<file path="config.mk">
export PLATFORM = sky130hd
export DESIGN_NAME = pwlock_ctrl_flat
export DESIGN_NICKNAME = d
export VERILOG_FILES = /design/src/rtl/pwlock_pkg.sv /design/src/rtl/pwlock_ctrl_if.sv /design/src/rtl/pwlock_shift.sv /design/src/rtl/pwlock_ctrl.sv /design/src/flat_wrapper.sv
export SDC_FILE = /design/constraint.sdc
export NUM_CORES = 1
export LEC_CHECK = 0
export BUFFER_PORTS_ARGS = -buffer_cell sky130_fd_sc_hd__buf_4
export CORE_AREA = 10 10 99 101
export DETAILED_ROUTE_END_ITERATION = 10
export DIE_AREA = 0 0 109 111
export GPL_ROUTABILITY_DRIVEN = 1
export PLACE_DENSITY = 0.64
export SETUP_SLACK_MARGIN = 0.4
export SLEW_MARGIN = 20
export SYNTH_ARGS = -nofsm -noshare
export SYNTH_HDL_FRONTEND = slang
export SYNTH_SLANG_ARGS = --single-unit
</file>
<file path="constraint.sdc">
create_clock -name clk -period 2.9 [get_ports clk]
set_input_delay 0.145 -clock clk [delete_from_list [all_inputs] [get_ports clk]]
set_output_delay 0.145 -clock clk [all_outputs]
set_load 0.005 [all_outputs]
</file>
<file path="src/rtl/pwlock_pkg.sv">
// Shared types and widths for the keypad password lock.
package pwlock_pkg;

  localparam int DIGIT_W = 2;
  localparam int NIB_W   = 4;
  localparam int CODE_W  = 16;

  typedef enum logic [2:0] {
    IDLE    = 3'd0,
    ENTER   = 3'd1,
    OPEN    = 3'd2,
    SETPW   = 3'd3,
    LOCKOUT = 3'd4
  } pw_state_e;

  function automatic logic [NIB_W-1:0] pack_digit(input logic [DIGIT_W-1:0] d);
    return {2'b00, d};
  endfunction

endpackage

</file>
<file path="src/rtl/pwlock_ctrl_if.sv">
// Keypad-side inputs and display-side status of the password lock.
interface pwlock_ctrl_if;
  import pwlock_pkg::*;

  logic               key_valid;
  logic [DIGIT_W-1:0] key_digit;
  logic               set_req;
  logic               lock_req;
  logic               unlocked;
  logic               alarm;
  logic               set_mode;
  logic [2:0]         entry_cnt;
  logic [CODE_W-1:0]  entry_disp;
  logic [1:0]         fail_cnt;
  logic [2:0]         state_o;

  modport master (
    output key_valid, key_digit, set_req, lock_req,
    input  unlocked, alarm, set_mode, entry_cnt, entry_disp, fail_cnt, state_o
  );

  modport slave (
    input  key_valid, key_digit, set_req, lock_req,
    output unlocked, alarm, set_mode, entry_cnt, entry_disp, fail_cnt, state_o
  );

endinterface

</file>
<file path="src/rtl/pwlock_shift.sv">
// Four-nibble entry shift register; newest digit lands in bits[3:0].
module pwlock_shift
  import pwlock_pkg::*;
(
  input  logic               clk,
  input  logic               rst,
  input  logic               shift_i,
  input  logic               clr_i,
  input  logic [DIGIT_W-1:0] digit_i,
  output logic [CODE_W-1:0]  entry_o,
  output logic [2:0]         cnt_o,
  output logic               done_o
);

  logic [CODE_W-1:0] entry_q, entry_d;
  logic [2:0]        cnt_q, cnt_d;

  // Clear wins over a simultaneous shift; a full entry never shifts further.
  always_comb begin
    entry_d = entry_q;
    cnt_d   = cnt_q;
    if (clr_i) begin
      entry_d = '0;
      cnt_d   = '0;
    end else if (shift_i && (cnt_q != 3'd4)) begin
      entry_d = {entry_q[CODE_W-NIB_W-1:0], pack_digit(digit_i)};
      cnt_d   = cnt_q + 3'd1;
    end
  end

  always_ff @(posedge clk or posedge rst) begin
    if (rst) begin
      entry_q <= '0;
      cnt_q   <= '0;
    end else begin
      entry_q <= entry_d;
      cnt_q   <= cnt_d;
    end
  end

  assign entry_o = entry_q;
  assign cnt_o   = cnt_q;
  assign done_o  = (cnt_q == 3'd4);

endmodule

</file>
<file path="src/rtl/pwlock_ctrl.sv">
// Password lock FSM with lockout timer and in-place password change.
// Optional entry idle timeout enabled by defining PWLOCK_ENTRY_TIMEOUT_EN.
module pwlock_ctrl
  import pwlock_pkg::*;
#(
  parameter int unsigned       MAX_FAIL    = 3,
  parameter logic [31:0]       LOCKOUT_CYC = 32'd100_000_000,
  parameter logic [CODE_W-1:0] DEFAULT_PW  = 16'h0123,
  parameter logic [31:0]       TIMEOUT_CYC = 32'd500_000_000
) (
  input  logic          clk,
  input  logic          rst,
  pwlock_ctrl_if.slave  pw_if
);

  localparam logic [1:0] FAIL_LIM = 2'(MAX_FAIL);

  pw_state_e         state_q, state_d;
  logic [CODE_W-1:0] pw_q, pw_d;
  logic [1:0]        fail_q, fail_d;
  logic [31:0]       lock_cnt_q, lock_cnt_d;

  logic              shift_en;
  logic              entry_clr;
  logic              entry_done;
  logic              timeout;
  logic [CODE_W-1:0] entry;
  logic [2:0]        entry_cnt;

  pwlock_shift u_shift (
    .clk     (clk),
    .rst     (rst),
    .shift_i (shift_en),
    .clr_i   (entry_clr),
    .digit_i (pw_if.key_digit),
    .entry_o (entry),
    .cnt_o   (entry_cnt),
    .done_o  (entry_done)
  );

`ifdef PWLOCK_ENTRY_TIMEOUT_EN
  logic [31:0] idle_q, idle_d;
  logic        in_entry;

  assign in_entry = (state_q == ENTER) || (state_q == SETPW);

  always_comb begin
    idle_d = idle_q + 32'd1;
    if (pw_if.key_valid || !in_entry) idle_d = '0;
  end

  always_ff @(posedge clk or posedge rst) begin
    if (rst) idle_q <= '0;
    else     idle_q <= idle_d;
  end

  assign timeout = in_entry && !pw_if.key_valid && !entry_done &&
                   (idle_q == TIMEOUT_CYC - 32'd1);
`else
  logic unused_timeout;
  assign unused_timeout = ^TIMEOUT_CYC;
  assign timeout        = 1'b0;
`endif

  // The cycle after the fourth digit lands is the compare cycle; strobes then are dropped.
  always_comb begin
    state_d    = state_q;
    pw_d       = pw_q;
    fail_d     = fail_q;
    lock_cnt_d = lock_cnt_q;
    entry_clr  = 1'b0;
    shift_en   = 1'b0;
    case (state_q)
      IDLE: begin
        shift_en = pw_if.key_valid;
        if (pw_if.key_valid) state_d = ENTER;
      end
      ENTER: begin
        if (entry_done) begin
          entry_clr = 1'b1;
          if (entry == pw_q) begin
            state_d = OPEN;
            fail_d  = '0;
          end else if (fail_q + 2'd1 == FAIL_LIM) begin
            state_d    = LOCKOUT;
            fail_d     = FAIL_LIM;
            lock_cnt_d = LOCKOUT_CYC - 32'd1;
          end else begin
            state_d = IDLE;
            fail_d  = fail_q + 2'd1;
          end
        end else if (timeout) begin
          entry_clr = 1'b1;
          state_d   = IDLE;
        end else begin
          shift_en = pw_if.key_valid;
        end
      end
      OPEN: begin
        if (pw_if.lock_req)     state_d = IDLE;
        else if (pw_if.set_req) state_d = SETPW;
      end
      SETPW: begin
        if (pw_if.lock_req) begin
          entry_clr = 1'b1;
          state_d   = IDLE;
        end else if (entry_done) begin
          pw_d      = entry;
          entry_clr = 1'b1;
          state_d   = OPEN;
        end else if (timeout) begin
          entry_clr = 1'b1;
          state_d   = OPEN;
        end else begin
          shift_en = pw_if.key_valid;
        end
      end
      LOCKOUT: begin
        if (lock_cnt_q == 32'd0) begin
          state_d = IDLE;
          fail_d  = '0;
        end else begin
          lock_cnt_d = lock_cnt_q - 32'd1;
        end
      end
      default: state_d = IDLE;
    endcase
  end

  always_ff @(posedge clk or posedge rst) begin
    if (rst) begin
      state_q    <= IDLE;
      pw_q       <= DEFAULT_PW;
      fail_q     <= '0;
      lock_cnt_q <= '0;
    end else begin
      state_q    <= state_d;
      pw_q       <= pw_d;
      fail_q     <= fail_d;
      lock_cnt_q <= lock_cnt_d;
    end
  end

  assign pw_if.unlocked   = (state_q == OPEN) || (state_q == SETPW);
  assign pw_if.alarm      = (state_q == LOCKOUT);
  assign pw_if.set_mode   = (state_q == SETPW);
  assign pw_if.entry_cnt  = entry_cnt;
  assign pw_if.entry_disp = entry;
  assign pw_if.fail_cnt   = fail_q;
  assign pw_if.state_o    = state_q;

endmodule

</file>
<file path="src/flat_wrapper.sv">
// flat-port wrapper written by rule: the top's interface ports become plain ports
module pwlock_ctrl_flat import pwlock_pkg::*;
#(
  parameter int unsigned       MAX_FAIL    = 3,
  parameter logic [31:0]       LOCKOUT_CYC = 32'd100_000_000,
  parameter logic [CODE_W-1:0] DEFAULT_PW  = 16'h0123,
  parameter logic [31:0]       TIMEOUT_CYC = 32'd500_000_000
)
  (clk, rst, pw_if_key_valid, pw_if_key_digit, pw_if_set_req, pw_if_lock_req, pw_if_unlocked, pw_if_alarm, pw_if_set_mode, pw_if_entry_cnt, pw_if_entry_disp, pw_if_fail_cnt, pw_if_state_o);
  pwlock_ctrl_if pw_if_i ();
  input  logic clk;
  input  logic rst;
  input wire logic [$bits(pw_if_i.key_valid)-1:0] pw_if_key_valid;
  input wire logic [$bits(pw_if_i.key_digit)-1:0] pw_if_key_digit;
  input wire logic [$bits(pw_if_i.set_req)-1:0] pw_if_set_req;
  input wire logic [$bits(pw_if_i.lock_req)-1:0] pw_if_lock_req;
  output wire logic [$bits(pw_if_i.unlocked)-1:0] pw_if_unlocked;
  output wire logic [$bits(pw_if_i.alarm)-1:0] pw_if_alarm;
  output wire logic [$bits(pw_if_i.set_mode)-1:0] pw_if_set_mode;
  output wire logic [$bits(pw_if_i.entry_cnt)-1:0] pw_if_entry_cnt;
  output wire logic [$bits(pw_if_i.entry_disp)-1:0] pw_if_entry_disp;
  output wire logic [$bits(pw_if_i.fail_cnt)-1:0] pw_if_fail_cnt;
  output wire logic [$bits(pw_if_i.state_o)-1:0] pw_if_state_o;
  assign pw_if_i.key_valid = pw_if_key_valid;
  assign pw_if_i.key_digit = pw_if_key_digit;
  assign pw_if_i.set_req = pw_if_set_req;
  assign pw_if_i.lock_req = pw_if_lock_req;
  assign pw_if_unlocked = pw_if_i.unlocked;
  assign pw_if_alarm = pw_if_i.alarm;
  assign pw_if_set_mode = pw_if_i.set_mode;
  assign pw_if_entry_cnt = pw_if_i.entry_cnt;
  assign pw_if_entry_disp = pw_if_i.entry_disp;
  assign pw_if_fail_cnt = pw_if_i.fail_cnt;
  assign pw_if_state_o = pw_if_i.state_o;
  pwlock_ctrl #(.MAX_FAIL(MAX_FAIL), .LOCKOUT_CYC(LOCKOUT_CYC), .DEFAULT_PW(DEFAULT_PW), .TIMEOUT_CYC(TIMEOUT_CYC)) u_core (.clk(clk), .rst(rst), .pw_if(pw_if_i));
endmodule
</file>
== Word-level counts from Yosys, hierarchy flattened ==
Cells that the tools add are included.

* $add $sub $neg: 3
* Mux-type cells: 30
* Reductions and logical operators: 10
* Bitwise operators: 1
* Eq/ne operators: 16

{| class="wikitable"
|+ Operators by type and width
! kind !! count
|-
| 2-to-1 mux 32 bit || 4
|-
| one-hot mux 32 bit (2 select lines) || 1
|-
| 2-to-1 mux 3 bit || 11
|-
| logical NOT 32 bit || 1
|-
| 2-to-1 mux 16 bit || 2
|-
| subtractor 32 x 1 -> 32 bit (second input constant) || 1
|-
| equality test 16 bit || 1
|-
| one-hot mux 3 bit (5 select lines) || 1
|-
| AND reduction 5 bit || 2
|-
| 2-to-1 mux 2 bit || 4
|-
| equality test 3 x 2 -> 1 bit (second input constant) || 2
|-
| equality test 3 bit (second input constant) || 2
|-
| != test 2 x 1 -> 1 bit (second input constant) || 3
|-
| != test 2 bit (second input constant) || 3
|-
| != test 3 bit (second input constant) || 2
|-
| AND reduction 3 bit || 2
|-
| 2-to-1 mux 1 bit || 4
|-
| one-hot mux 2 bit (2 select lines) || 1
|-
| nonzero test 2 bit || 2
|-
| adder 3 x 1 -> 3 bit (second input constant) || 1
|-
| equality test 3 x 1 -> 1 bit (second input constant) || 1
|-
| logical NOT 3 bit || 1
|-
| != test 3 x 2 -> 1 bit (second input constant) || 1
|-
| one-hot mux 1 bit (3 select lines) || 1
|-
| other kinds (6) || 6
|}

* Flip-flop bits (word level): 72
* Input bits: 7

== Logic depth before layout (Yosys ltp) ==
Gate-level depths: netlist of the first run.

* Depth after elaboration: 7
* Gate-level depth with buffers: 12

== By module ==
From an unflattened synthesis of the first run, not the netlist that was laid out.

* Cells, all modules: 342
* Area, all modules: 3554.7 µm²

{| class="wikitable"
|+ By module, submodules not included
! module !! sequential area each (µm²) !! area an instance (µm²) !! instances !! cells each
|-
| pwlock_ctrl || 1331.3 || 2927.8 || 1 || 286
|-
| pwlock_shift || 275.3 || 626.9 || 1 || 56
|}

== Worst setup path before layout of the first run ==
Ideal clock, no wire load.

* Kind: register to register
* From: register u_core.lock_cnt_q[17]
* To: register u_core.lock_cnt_q[5]
* Setup slack: 0.235 ns
* Path buffers: 3
* Clock period less this slack: 2.665 ns
* Stages on the path, launching flop included: 11
* Arrival: 2.538 ns
* Library setup time: 0.127 ns
* Cell sequence: dfrtp_1 or4_1 buf_2 or3_4 nor4_4 or3_1 buf_6 inv_4 buf_6 a311oi_2 nor2_1

* Longest elaborated chain between the ends: 3

{| class="wikitable"
|+ RTL lines
! what !! line !! source
|-
| start, declared || pwlock_ctrl.sv:21 || <nowiki>logic [31:0] lock_cnt_q, lock_cnt_d;</nowiki>
|-
| start signal, assigned || pwlock_ctrl.sv:140 || <nowiki>lock_cnt_q <= lock_cnt_d;</nowiki>
|-
| logical NOT 32 bit || pwlock_ctrl.sv:119 || <nowiki>if (lock_cnt_q == 32'd0) begin</nowiki>
|-
| != test 2 bit (no line) || n/a ||
|-
| AND reduction 5 bit (no line) || n/a ||
|}

Every way passes these cells.
A chain may end at the register's enable or synchronous reset.

== Worst setup path in the final report of the first run ==
* From: register u_core.lock_cnt_q[21]
* To: register u_core.fail_q[0] (netlist: u_core.pw_if.fail_cnt[0])

* Longest elaborated chain between the ends: 3

{| class="wikitable"
|+ RTL lines
! what !! line !! source
|-
| logical NOT 32 bit || pwlock_ctrl.sv:119 ||
|-
| != test 2 x 1 -> 1 bit (no line) || n/a ||
|-
| AND reduction 3 bit (no line) || n/a ||
|-
| end signal, assigned || pwlock_ctrl.sv:139 || <nowiki>fail_q <= fail_d;</nowiki>
|-
| end, declared || pwlock_ctrl.sv:20 || <nowiki>logic [1:0] fail_q, fail_d;</nowiki>
|}

Every way passes these cells.

==> impl_metrics.csv, run 1 <==
group,metric,value,unit
outcome,outcome,"completed",
clock_tree,clock_sink_count,56,
synth,synthDominantCellAreaShare,41.9,%
pwr,worst_ir_drop_vdd,0.000432,V
sta,slew_violations,0,
placement,dp.cells,455,
placement,portBuffers,25,
sta,worst_pin_slew,886,ps
floorplan,start_util,39.0,%
synth,synth_adder_area_share,1.61,%
final_layout,nets,380,
sta,max_freq,410,MHz
synth,synth_area_leader_cell,"sky130_fd_sc_hd__dfrtp_1",
pwr,cellPowerDensity,967,nW/um^2
critical_path,r2r_start,"u_core.lock_cnt_q[21]",
run,maximum_capacitance_violations,0,
critical_path,critical_path.max_fanout,4,
floorplan,die_height,111,um
route,routed-via-count,2572,
floorplan,die_wd,109,um
floorplan,std_cell_rows,33,
synth,combinational_family_with_the_most_area_after_synthesis,"simple AND/OR/NAND/NOR gates",
floorplan,boundaryPins,34,
final_layout,layout_commonest_cell,"sky130_fd_sc_hd__dfrtp_1",
pwr,p_leak,1.71,nW
critical_path,rr_endpoint,"u_core.pw_if.fail_cnt[0]",
synth,yosys.cell_types.count,48,
critical_path,timing.setup.critical_path_class,"flop to flop",
sta,setup_violations,0,
sta,skew,8.69,ps
final_layout,post_layout_nonfiller_instances,475,
route,drt-pass1-iter-count,4,
final_layout,final.fill_count,757,
critical_path,reg2regPathDepth,7,
critical_path,reg2reg_slack,460,ps
final_layout,post_route_cells_drive_above_1_share,26.5,%
route,vias_per_cell,5.41,
sta,setup-tns-final,0,ps
sta,period_needed,2440,ps
synth,synth.mux.area_fraction,7.49,%
sta,max-slew-margin-rel,40.9,%
synth,synthesis.yosys.warnings,0,
clock_tree,max-clock-path-buffers,2,
route,wire_per_inst,15.5,um
critical_path,cp.arrival,2640,ps
synth,syn_area,3110,um^2
grt,grt_pass1_wl,12600,um
critical_path,cp-start-kind,"flop",
synth,yosys.area_share.xor_xnor,5.07,%
synth,synth_compound_area_share,8.09,%
clock_tree,clock_insertion_delay_at_the_later_pin_of_the_skew_report,310,ps
placement,post_detailed_placement_half_perimeter_wirelength,5130,um
route,drtIter0Drc,151,
synth,synth_sequential_area_ratio,45.2,%
grt,grt_max_degree,57,
grt,antenna_found_initial,0,
sta,rsz_0062_raised_after_global_routing,"no",
final_layout,area_delta_synth_final,23.2,%
clock_tree,ctsHtreeMaxLevel,2,
route,drt_drc,0,
final_layout,diodes,0,
grt,gr-total-overflow,0,
clock_tree,cts_buffers,5,
synth,synthCells,325,
floorplan,fp.coreArea,7970,um^2
clock_tree,clk_pin_slew_worst_paths,100,ps
final_layout,final_cell_mix,"52 x sky130_fd_sc_hd__dfrtp_1, 51 x sky130_fd_sc_hd__buf_4, 36 x sky130_fd_sc_hd__nor2_1",
synth,synth_top_flop_cell,"sky130_fd_sc_hd__dfrtp_1",
synth,synth.top_cells.by_area,"sky130_fd_sc_hd__dfrtp_1 42%, sky130_fd_sc_hd__xnor2_1 4.8%, sky130_fd_sc_hd__nor2_1 4.3%",
route,route.antenna.remaining_nets,0,
synth,synth.ff_latch_count,56,
synth,async_set_or_reset_register_ratio_after_synthesis,100,%
synth,syn-mean-instance-area,9.56,um^2
critical_path,cp_data_required_time,3100,ps
clock_tree,cts_root_buffer,"sky130_fd_sc_hd__clkbuf_8",
clock_tree,clock_tree_from_tritoncts,"built",
critical_path,endpoint_kind,"flop",
route,drt_wl_total,7360,um
synth,synth_simple_gate_area_share,26.7,%
clock_tree,cts-hold-fix-buffers,0,
placement,place.gp.congestion,0.842,
synth,synth-edff-count,0,
sta,final_hold_viol_count,0,
sta,timing.final.crit_share,84.2,%
grt,grt.total_usage,12.5,%
grt,first_global_vias,2575,
floorplan,floorplan.die_area,12100,um^2
worst_hold_path,timing.hold.worst.class,"input pin to asynchronous set/reset pin",
==> metrics by stage <==
step	cell area, um^2	util, %	total power (W)	hold WS, ps	worst slack (ps)
after CTS	3660	45.9	0.00354	52.7	355
after floorplan	3150	-	0.00231	254	314
after detailed placement	3460	43.5	0.00280	385	301
after global placement	3460	43.5	0.00275	385	298
final	3830	48.0	0.00370	20.9	458
after global routing	3830	48.0	0.00401	54.2	387
==> report_power, final <==
part	switching (W)	internal, W
Sequential	0.000353	0.00106
Clock	0.000261	0.000432
Combinational	0.000801	0.000788
Total	0.00142	0.00228
==> area by class of cell <==
cell class | count | area (um^2) | area share (%)
clock buffer | 5 | 68.8 | 1.80
clock inverter | 3 | 90.1 | 2.35
inverter | 10 | 40.0 | 1.05
multi-input combinational | 242 | 1670 | 43.5
sequential | 56 | 1410 | 36.7
tap | 105 | 131 | 3.43
timing repair buffer | 54 | 425 | 11.1
==> registers in the layout, indices dropped and copies added (netlist names) <==
signal / flops
u_core.lock_cnt_q: 32
u_core.pw_if.fail_cnt: 2
u_core.pw_if.state_o: 3
u_core.pw_q: 8
u_core.u_shift.cnt_o: 3
u_core.u_shift.entry_o: 8
==> Yosys cell counts, drive strengths merged (4+ instances only) <==
cell type / count
inv: 10
nor2: 36
nand4: 6
nor4: 14
mux2: 10
or4: 6
nand2: 26
ha: 4
or3: 8
nor3: 15
buf: 12
clkbuf: 12
dfstp: 4
o21ai: 14
xnor2: 17
dfrtp: 52
nand3: 8
a211oi: 4
nand3b: 4
a21oi: 10
mux2i: 12
nand2b: 6
and3: 4
==> worst max-delay path by stage <==
stage                                  startpoint                       end  slack (ps)
final                       u_core.lock_cnt_q[21]  u_core.pw_if.fail_cnt[0]         460
after global routing        u_core.lock_cnt_q[10]     u_core.lock_cnt_q[31]         390
after CTS                 u_core.u_shift.cnt_o[0]     u_core.lock_cnt_q[27]         350
after detailed placement  u_core.u_shift.cnt_o[0]     u_core.lock_cnt_q[31]         300
after global placement      u_core.lock_cnt_q[18]     u_core.lock_cnt_q[31]         300
after floorplan              u_core.lock_cnt_q[9]      u_core.lock_cnt_q[5]         310
==> timing repair <==
action	4_1_cts	5_1_grt
gates cloned	0	0
endpoints found under the setup margin	11	27
setup buffers	0	12
pin swaps	0	7
resized for setup	6	14
==> kinds of logic after synthesis <==
family                   after synthesis
AO/OA/AOI/OAI                         40
XOR/XNOR                              18
adder cells (fa/ha/maj)                4
buffers and inverters                 34
flip-flops                            56
multiplexers                          22
other                                  1
AND/OR/NAND/NOR                      150
==> routing by layer <==
layer	share of wire (%)	GRT usage [%]	vias up
li1	-	-	1241
met1	44	15.8	1259
met2	50	20.4	64
met3	5.5	3.37	8
met4	1.1	2.90	0
met5	0	0	-
==> critical path, stage by stage, from the launching register on <==
cell and delay [ps]:
sky130_fd_sc_hd__dfrtp_1 410, sky130_fd_sc_hd__or4_4 570, sky130_fd_sc_hd__or3_4 410, sky130_fd_sc_hd__nor4_4 310
sky130_fd_sc_hd__buf_6 170, sky130_fd_sc_hd__buf_12 100, sky130_fd_sc_hd__nor2_1 60, sky130_fd_sc_hd__mux2_2 280
Power figures use the tool's default switching activity.
==> run 2, diff against run 1 <==
--- a/config.mk
+++ b/config.mk
@@ -5,12 +5,13 @@
 export SDC_FILE = /design/constraint.sdc
 export NUM_CORES = 1
 export LEC_CHECK = 0
+export ABC_AREA = 1
 export BUFFER_PORTS_ARGS = -buffer_cell sky130_fd_sc_hd__buf_4
-export CORE_AREA = 10 10 99 101
+export CORE_AREA = 10 10 105 107
 export DETAILED_ROUTE_END_ITERATION = 10
-export DIE_AREA = 0 0 109 111
+export DIE_AREA = 0 0 115 117
 export GPL_ROUTABILITY_DRIVEN = 1
-export PLACE_DENSITY = 0.64
+export PLACE_DENSITY = 0.62
 export SETUP_SLACK_MARGIN = 0.4
 export SLEW_MARGIN = 20
 export SYNTH_ARGS = -nofsm -noshare
==> constraint.sdc (replaced) <==
create_clock -name clk -period 2.4 [get_ports clk]
set_input_delay 0.12 -clock clk [delete_from_list [all_inputs] [get_ports clk]]
set_output_delay 0.12 -clock clk [all_outputs]
set_load 0.005 [all_outputs]
==> run 2 against run 1 <==
Synthesized cell count increased by 64%. Core utilization down 2.9 points. Worst setup slack improved by 110 ps. Cell count grew 41%. Register-to-register slack improved by 110 ps. Synthesized area grew 16%. Combinational power rose by 52%.
==> impl_metrics.csv, run 2 <==
group,metric,value,unit
outcome,outcome,"completed",
floorplan,start_util,40.1,%
route,route.antenna.remaining_nets,0,
synth,combinational_family_with_the_most_area_after_synthesis,"simple AND/OR/NAND/NOR gates",
sta,setup-tns-final,0,ps
synth,synthesis.yosys.warnings,0,
critical_path,path_buf_inv,2,
synth,yosys.area_share.xor_xnor,2.18,%
clock_tree,ctsHtreeMaxLevel,2,
sta,setup_violations,0,
final_layout,largest_register_ff_count,32,
placement,portBuffers,25,
final_layout,diodes,0,
synth,synth_area_leader_cell,"sky130_fd_sc_hd__dfrtp_1",
critical_path,cp.depth,11,
grt,gr-total-overflow,0,
final_layout,nets,571,
critical_path,reg2regPathDepth,11,
floorplan,boundaryPins,34,
route,drt_drc,0,
grt,antenna_found_initial,0,
synth,synth_simple_gate_area_share,39.6,%
grt,first_global_vias,3180,
placement,placedInstanceArea,3850,um^2
route,drtIter0Drc,201,
floorplan,std_cell_rows,35,
worst_hold_path,timing.hold.worst.class,"input pin to asynchronous set/reset pin",
clock_tree,clock_tree_from_tritoncts,"built",
critical_path,cp.arrival,2070,ps
critical_path,cp_data_required_time,2650,ps
placement,place.gp.congestion,0.847,
route,drt-pass1-iter-count,4,
route,vias_per_cell,4.86,
synth,synthDominantCellAreaShare,36.0,%
synth,post_synth_most_frequent_cells,"187 x sky130_fd_sc_hd__nand2_1, 89 x sky130_fd_sc_hd__nor2_1, 52 x sky130_fd_sc_hd__dfrtp_1, 45 x sky130_fd_sc_hd__inv_1, 42 x sky130_fd_sc_hd__nand3_1",
grt,grt_max_degree,57,
critical_path,path_cells,"inv_1 -> ha_2 -> nand2_2 -> nor2_4 -> nand2_2 -> nor2_4 -> nand2_2 -> nand3_4 -> clkbuf_16 -> nand2_1 -> o21ai_2",
run,maximum_capacitance_violations,0,
synth,async_set_or_reset_register_ratio_after_synthesis,100,%
critical_path,critical_path.max_fanout,12,
clock_tree,cts_buffers,5,
sta,max_freq,547,MHz
critical_path,reg2reg_slack,570,ps
synth,synth.mux.area_fraction,0,%
synth,synthCells,532,
final_layout,final_cell_mix,"186 x sky130_fd_sc_hd__nand2_1, 86 x sky130_fd_sc_hd__nor2_1, 52 x sky130_fd_sc_hd__dfrtp_1",
sta,max-slew-margin-rel,52.5,%
synth,yosys.cell_types.count,33,
sta,skew,12.6,ps
sta,slew_violations,0,
floorplan,fp.coreArea,9020,um^2
synth,synth_sequential_area_ratio,38.9,%
synth,synth_top_flop_cell,"sky130_fd_sc_hd__dfrtp_1",
clock_tree,clock_sink_count,56,
critical_path,cp_max_stage_cell,"sky130_fd_sc_hd__dfrtp_1",
final_layout,post_route_cells_drive_above_1_share,15.3,%
clock_tree,cts_root_buffer,"sky130_fd_sc_hd__clkbuf_8",
route,routed-via-count,3265,
clock_tree,cts-hold-fix-buffers,0,
final_layout,layout_commonest_cell,"sky130_fd_sc_hd__nand2_1",
critical_path,path_common_cell,"sky130_fd_sc_hd__nand2_2",
synth,synth-edff-count,0,
synth,synth_compound_area_share,8.66,%
grt,grt.total_usage,12.7,%
sta,holdWs,4.41,ps
synth,syn-mean-instance-area,6.79,um^2
sta,period_needed,1830,ps
pwr,p_leak,1.94,nW
sta,worst_pin_slew,713,ps
clock_tree,max-clock-path-buffers,2,
final_layout,area_delta_synth_final,12.8,%
clock_tree,clock_insertion_delay_at_the_later_pin_of_the_skew_report,320,ps
placement,post_detailed_placement_half_perimeter_wirelength,6100,um
floorplan,die_wd,115,um
critical_path,timing.critical_path.from,"u_core.lock_cnt_q[0]",
sta,final_hold_viol_count,0,
synth,yosysMostFrequentCell,"sky130_fd_sc_hd__nand2_1",
pwr,cellPowerDensity,1140,nW/um^2
critical_path,gate_family_responsible_for_the_most_delay_along_the_worst_path,"simple AND/OR/NAND/NOR gates",
sta,timing.final.crit_share,76.1,%
floorplan,floorplan.die_area,13500,um^2
critical_path,timing.setup.critical_path_class,"flop to flop",
route,drt_wl_total,8580,um
critical_path,endpoint_kind,"flop",
synth,synth.top_cells.by_area,"sky130_fd_sc_hd__dfrtp_1 36%, sky130_fd_sc_hd__nand2_1 19%, sky130_fd_sc_hd__nor2_1 9.2%",
final_layout,final_cell_area,4080,um^2
critical_path,r2r_start,"u_core.lock_cnt_q[0]",
sta,rsz_0062_raised_after_global_routing,"no",
final_layout,register_name_with_the_most_flops,"u_core.lock_cnt_q",
critical_path,timing.critical_path.slowest_cell_delay,410,ps
synth,syn_area,3610,um^2
grt,grt_pass1_wl,14400,um
critical_path,cp-start-kind,"flop",
pwr,worst_ir_drop_vdd,0.000492,V
synth,synth_adder_area_share,1.39,%
route,wire_per_inst,12.8,um
synth,synth.ff_latch_count,56,
clock_tree,clk_pin_slew_worst_paths,100,ps
floorplan,die_height,117,um
final_layout,final_core_utilization,45.2,%
## run 2: logic make-up after synthesis
family,Yosys count
and+or+nand+nor,343
xor gates and xnor gates,9
other,1
DFF,56
adders and majority gates,4
buffers and inverters,68
AOI/OAI and AO/OA,51
## run 2: through the flow
stage | std cells | total power [W] | worst slack, ps
finish | 672 | 0.00465 | 573
global route | 672 | 0.00513 | 420
CTS | 666 | 0.00448 | 403
detailed placement | 658 | 0.00381 | 261
global placement | 658 | 0.00375 | 296
floorplan | 539 | 0.00327 | 715
## run 2: layer usage
layer	track usage, %	vias up	wire [um]
li1	-	1698	-
met1	16.3	1501	4010
met2	21.2	64	4010
met3	3.31	2	536
met4	2.64	0	29
met5	0	-	0
## run 2: final timing paths
| path | to |
|---|---|
| worst max register to register | u_core.lock_cnt_q[0] |
| worst max-delay path | u_core.lock_cnt_q[0] |
| worst min register to register | u_core.pw_q[8] |
| worst min-delay path | u_core.pw_q[4] |
| min in group clk | u_core.u_shift.entry_o[0] |
| max in group asynchronous | u_core.lock_cnt_q[17] |
## run 2: worst register-to-register path, cell delays in order, from the launching register on
cell and delay [ps]:
sky130_fd_sc_hd__dfrtp_1 410, sky130_fd_sc_hd__inv_1 80, sky130_fd_sc_hd__ha_2 210, sky130_fd_sc_hd__nand2_2 110
sky130_fd_sc_hd__nor2_4 140, sky130_fd_sc_hd__nand2_2 90, sky130_fd_sc_hd__nor2_4 120, sky130_fd_sc_hd__nand2_2 100
sky130_fd_sc_hd__nand3_4 180, sky130_fd_sc_hd__clkbuf_16 200, sky130_fd_sc_hd__nand2_1 70, sky130_fd_sc_hd__o21ai_2 50
## run 2: area by class of cell
cell class | count | area, um^2
Tap cell | 111 | 139
Clock inverter | 3 | 46.3
Inverter | 47 | 179
Fill cell | 943 | 4940
Sequential cell | 56 | 1410
Timing Repair Buffer | 34 | 302
Multi-Input combinational cell | 416 | 1940
Clock buffer | 5 | 68.8
## run 2: power breakdown
group          switching (W)  internal [W]  leakage [nW]
Sequential          0.000329       0.00126         0.699
Combinational        0.00146      0.000949          1.19
Clock               0.000334      0.000315        0.0548
Total                0.00213       0.00252          1.94
## run 2: what timing repair did
action                     CTS  global route
cloned                       0             2
setup endpoints to repair   27            42
pin swaps                    0             3
buffers inserted             0             4
gates resized for setup      2             9
hold endpoints to repair     0             0
